===== config.mk =====
export PLATFORM = sky130hd
export DESIGN_NAME = alu_control_flat
export DESIGN_NICKNAME = d
export VERILOG_FILES = /design/src/rtl/alu_control_if.sv /design/src/rtl/alu_control.sv /design/src/flat_wrapper.sv
export SDC_FILE = /design/constraint.sdc
export NUM_CORES = 1
export LEC_CHECK = 0
export BUFFER_PORTS_ARGS = -buffer_cell sky130_fd_sc_hd__buf_2
export CORE_AREA = 2 2 39 41
export CTS_BUF_LIST = sky130_fd_sc_hd__clkbuf_8
export DETAILED_ROUTE_END_ITERATION = 8
export DIE_AREA = 0 0 41 43
export GPL_TIMING_DRIVEN = 0
export PLACE_DENSITY = 0.7
export SLEW_MARGIN = 15
export SYNTH_ARGS = -nofsm -noshare
export SYNTH_HDL_FRONTEND = slang
export SYNTH_SLANG_ARGS = --single-unit

===== constraint.sdc =====
create_clock -name clk -period 1.97 [get_ports clk]
set_input_delay 0.197 -clock clk [delete_from_list [all_inputs] [get_ports clk]]
set_output_delay 0.197 -clock clk [all_outputs]
set_load 0.005 [all_outputs]

===== src/rtl/alu_control_if.sv =====
// alu_control_if: decode inputs and decoded outputs of the RISC-V ALU-control
// decoder. The main control side (master) drives the instruction fields and
// alu_op. The decoder side (slave) returns the combinational and registered
// operation codes.
interface alu_control_if;
  logic [6:0] funct7;
  logic [2:0] funct3;
  logic [1:0] alu_op;
  logic [3:0] control;
  logic       illegal;
  logic [3:0] control_q;
  logic       illegal_q;

  modport master (
    output funct7, funct3, alu_op,
    input  control, illegal, control_q, illegal_q
  );

  modport slave (
    input  funct7, funct3, alu_op,
    output control, illegal, control_q, illegal_q
  );
endinterface


===== src/rtl/alu_control.sv =====
// alu_control: RISC-V ALU-control decoder for the multicycle datapath.
// It maps alu_op, funct3 and funct7 to a 4-bit ALU operation code. The
// decode is combinational. A registered copy is kept on clk, with a
// synchronous active-low reset.
// Build option ALUCTRL_EXT_OPS_EN enables XOR, SLL, SRL, SRA, SLT and SLTU.
// Without it, only ADD, SUB, AND and OR are produced, and any R/I-type
// funct3 in 001..101 is flagged illegal.
// An illegal encoding always yields ADD, so the ALU never sees an
// undefined code.
module alu_control (
  input  logic         clk,
  input  logic         rst_n,
  alu_control_if.slave bus
);

  localparam logic [3:0] OP_AND  = 4'b0000;
  localparam logic [3:0] OP_OR   = 4'b0001;
  localparam logic [3:0] OP_ADD  = 4'b0010;
  localparam logic [3:0] OP_XOR  = 4'b0011;
  localparam logic [3:0] OP_SLL  = 4'b0100;
  localparam logic [3:0] OP_SRL  = 4'b0101;
  localparam logic [3:0] OP_SUB  = 4'b0110;
  localparam logic [3:0] OP_SLT  = 4'b0111;
  localparam logic [3:0] OP_SRA  = 4'b1000;
  localparam logic [3:0] OP_SLTU = 4'b1001;

  localparam logic [6:0] F7_BASE = 7'b0000000;
  localparam logic [6:0] F7_ALT  = 7'b0100000;

`ifdef ALUCTRL_EXT_OPS_EN
  localparam logic EXT_EN = 1'b1;
`else
  localparam logic EXT_EN = 1'b0;
`endif

  logic [3:0] full_ctl;
  logic       full_ill;
  logic       ext_f3;

  // Full decode, as if the extended operations were always present.
  always_comb begin
    full_ctl = OP_ADD;
    full_ill = 1'b0;
    unique case (bus.alu_op)
      2'b00: full_ctl = OP_ADD;
      2'b01: full_ctl = OP_SUB;
      2'b10: begin
        if (bus.funct7 == F7_BASE) begin
          unique case (bus.funct3)
            3'b000: full_ctl = OP_ADD;
            3'b001: full_ctl = OP_SLL;
            3'b010: full_ctl = OP_SLT;
            3'b011: full_ctl = OP_SLTU;
            3'b100: full_ctl = OP_XOR;
            3'b101: full_ctl = OP_SRL;
            3'b110: full_ctl = OP_OR;
            3'b111: full_ctl = OP_AND;
          endcase
        end else if (bus.funct7 == F7_ALT && bus.funct3 == 3'b000) begin
          full_ctl = OP_SUB;
        end else if (bus.funct7 == F7_ALT && bus.funct3 == 3'b101) begin
          full_ctl = OP_SRA;
        end else begin
          full_ill = 1'b1;
        end
      end
      2'b11: begin
        // funct7 is immediate data except for the shift forms; ADDI is never SUB.
        unique case (bus.funct3)
          3'b000: full_ctl = OP_ADD;
          3'b001: begin
            if (bus.funct7 == F7_BASE) full_ctl = OP_SLL;
            else                       full_ill = 1'b1;
          end
          3'b010: full_ctl = OP_SLT;
          3'b011: full_ctl = OP_SLTU;
          3'b100: full_ctl = OP_XOR;
          3'b101: begin
            if (bus.funct7 == F7_BASE)     full_ctl = OP_SRL;
            else if (bus.funct7 == F7_ALT) full_ctl = OP_SRA;
            else                           full_ill = 1'b1;
          end
          3'b110: full_ctl = OP_OR;
          3'b111: full_ctl = OP_AND;
        endcase
      end
    endcase
  end

  assign ext_f3 = (bus.funct3 >= 3'b001) && (bus.funct3 <= 3'b101);

  // Drop the extended operations when the build leaves them out; illegal forces ADD.
  always_comb begin
    bus.illegal = full_ill | (bus.alu_op[1] & ext_f3 & ~EXT_EN);
    bus.control = bus.illegal ? OP_ADD : full_ctl;
  end

  // Registered copy of the decode; reset parks it on a legal ADD.
  always_ff @(posedge clk) begin
    if (!rst_n) begin
      bus.control_q <= OP_ADD;
      bus.illegal_q <= 1'b0;
    end else begin
      bus.control_q <= bus.control;
      bus.illegal_q <= bus.illegal;
    end
  end

endmodule


===== src/flat_wrapper.sv =====
// flat-port wrapper written by rule: the top's interface ports become plain ports
module alu_control_flat 
  (clk, rst_n, bus_funct7, bus_funct3, bus_alu_op, bus_control, bus_illegal, bus_control_q, bus_illegal_q);
  alu_control_if bus_i ();
  input  logic clk;
  input  logic rst_n;
  input wire logic [$bits(bus_i.funct7)-1:0] bus_funct7;
  input wire logic [$bits(bus_i.funct3)-1:0] bus_funct3;
  input wire logic [$bits(bus_i.alu_op)-1:0] bus_alu_op;
  output wire logic [$bits(bus_i.control)-1:0] bus_control;
  output wire logic [$bits(bus_i.illegal)-1:0] bus_illegal;
  output wire logic [$bits(bus_i.control_q)-1:0] bus_control_q;
  output wire logic [$bits(bus_i.illegal_q)-1:0] bus_illegal_q;
  assign bus_i.funct7 = bus_funct7;
  assign bus_i.funct3 = bus_funct3;
  assign bus_i.alu_op = bus_alu_op;
  assign bus_control = bus_i.control;
  assign bus_illegal = bus_i.illegal;
  assign bus_control_q = bus_i.control_q;
  assign bus_illegal_q = bus_i.illegal_q;
  alu_control u_core (.clk(clk), .rst_n(rst_n), .bus(bus_i));
endmodule

==> summary.txt <==
Global routing
  • Global Route Usage Sum: 0.149
  • First-pass GRT wire length: 1950 µm
  • Largest net degree at the start of global routing: 11
  • Total grt overflow: 0
  • Number of global-route vias before repair: roughly 520
  • GR met1 Demand/Resource: 0.177
  • M2 GR Usage: 0.269
  • GR peak layer: met2
  • Initial antenna violation count: 0
  • M3 GR Usage: 0.00524

CTS
  • Cts hold-fix bufs: 0
  • H-tree levels: 1
  • Worst-path clk slew: approximately 30 ps
  • Post-CTS Setup Bufs: 0
  • TritonCTS buffer count: 3
  • Clock buffer depth: 2
  • Clk Tree Root Cell: clkbuf_8
  • CTS sink cnt: 5
  • Post-CTS sizing: 0
  • TritonCTS clock tree: built

Floorplanning
  • Core Box Area: 1380 µm²
  • Die area: 1760 µm²
  • Rows: 14
  • Initial core utilization: 0.384
  • Die height: around 43 µm
  • Ports: 24
  • Die width: roughly 41 µm

Timing
  • Final min period: roughly 1800 ps
  • Slew headroom: 0.712
  • Slew at the pin with the worst max-slew slack: ~430 ps
  • Final period utilization: 0.935
  • Max-slew violations: 0
  • Unrepaired setup endpoints after global routing: false
  • Worst Slack Setup Final: 127 ps
  • Setup Viol. Count Final: 0
  • Setup TNS: 0 ps
  • Final Hold Vio Count: 0
  • Achievable Freq: approximately 540 MHz

Critical path
  • Slowest library cell on the worst path: o41ai_1
  • Req. time, crit path: between 1500 and 2000 ps
  • Worst setup SP type: input pin
  • Critical Path End Type: primary output
  • CP Class: input pin to primary output
  • CP peak stage delay: between 300 and 400 ps
  • CP Cell Sequence: buf_2 -> inv_1 -> ha_1 -> nand2b_1 -> a32oi_1 -> o41ai_1 -> and2_1 -> buf_2
  • Crit-path leading delay family: compound AO/OA/AOI/OAI gates
  • CP dominant cell by count: buf_2
  • Critical Path AT: between 1500 and 2000 ps
  • Crit Path Max Fanout: 8
  • Bufs and invs on worst path: 3

Place
  • Cell Area, Placed: 667 µm²
  • Placed Instances: roughly 100
  • IO Port Bufs: 23
  • Post-DP HPWL: 1020 µm
  • RD Place Congestion: 0.913
  • Place WS: a little under 70 ps

Logic synthesis
  • EDFF count, synth: 0
  • Synthesized cell area: around 530 µm²
  • Synth warn: 0
  • #FFs+latches synth: 5
  • Asr flop ratio synth: 0
  • Mean Syn Cell Area: just over 8 µm²
  • Post-synth cell types: 37
  • Register area share after synthesis: 0.188
  • Dominant synthesized flop cell: dfxtp_1
  • Mapped Cells: 65
  • Post-synth net total: slightly above 80

Cells and area
  • Synthesis-to-layout area growth: 36.0%
  • Design area: 723 µm²
  • Antenna diodes: 0
  • Post-Layout Cell Count: around 110
  • Area of the multi-input gates: roughly 400 µm²
  • Nets@finish: roughly 110
  • Storage cell area: about 100 µm²
  • Layout cell share with drive strength beyond 1: 0.380
  • # fillers: between 100 and 150

Routing
  • Via count: 589
  • Drt drc: 0
  • Iter 0 DRT Violations: 12
  • Routed Antenna Nets: 0
  • First-pass DRT Iterations: 4
  • Post-DR vias/cell: approximately 5.5
  • Avg WL per Cell: roughly 11 µm
  • DRT Wirelength: about 1200 µm

Power
  • Total Power: 383 µW
  • Power Density: around 530 nW/µm²
  • P_leak: approximately 0.34 nW
  • Worst vdd ir: ~150 µV

Hold path
  • Worst min path class: input pin to flip-flop

Status
  • Status: finished clean

Job
  • MaxCap Viol Count: 0
power breakdown:
group	switching [mW]	internal [mW]	total [mW]
Clock	0.0466	0.133	0.180
Sequential	0.000551	0.105	0.105
Combinational	0.0561	0.0421	0.0982
worst paths after layout:
check,startpoint,to,slack (ps),cells after the start
max,bus_funct3[1],bus_control[0],130,8
min,rst_n,u_core.bus.control_q[1]$_SDFF_PN1_,230,2
logic make-up after synthesis:
group | Yosys count | share of synthesized area
adder cells (fa/ha/maj) | 4 | 0.0941
AO/OA/AOI/OAI | 21 | 0.334
XOR/XNOR | 1 | 0.0165
flip-flops | 5 | 0.188
multiplexers | 1 | 0.0212
buffers and inverters | 10 | 0.0729
AND/OR/NAND/NOR | 23 | 0.273
state kept, by name, summed over array words and instances (netlist names):
name / count
u_core.bus.control_q: 4
u_core.bus.illegal_q: 1
metrics by stage:
stage / utilization / hold slack (ps)
after CTS: 0.514 / 231
after global routing: 0.523 / 249
after detailed placement: 0.482 / 454
after global placement: 0.482 / 440
final: 0.523 / 226
after floorplan: - / 282
placed cells by master, fill, tap and decap left out, types with 2 or more instances in the layout:
master    synthesis  layout
o211ai_1          3       3
nand2_1           4       4
nand2b_1          4       4
clkbuf_8          0       3
buf_2             1      24
o21ai_1           2       2
nor2_1            3       3
and3_1            2       2
a211oi_1          3       3
nor2b_1           2       2
inv_1             7       8
ha_1              4       4
dfxtp_1           5       5
cells in the mapped netlist, types with 2 or more instances:
master    instances  area, µm²
and3_1            2       12.5
nor2b_1           2       12.5
nor2_1            3       11.3
o211ai_1          3       22.5
a211oi_1          3       22.5
dfxtp_1           5        100
nand2b_1          4       25.0
nand2_1           4       15.0
ha_1              4       50.1
inv_1             7       26.3
o21ai_1           2       10.0
area by class of cell:
cell class,count,share of cell area
Buffer,2,0.0121
Clock inverter,1,0.00519
Timing Repair Buffer,23,0.159
Tap cell,16,0.0277
Multi-Input combinational cell,50,0.559
Clock buffer,3,0.0571
Inverter,8,0.0415
Sequential cell,5,0.138
per-layer routing:
layer,routed length (µm),share of wire
met1,499,0.41
met2,640,0.53
met3,76,0.063
met4,0,0
met5,0,0
(Power assumes the default switching activity.)
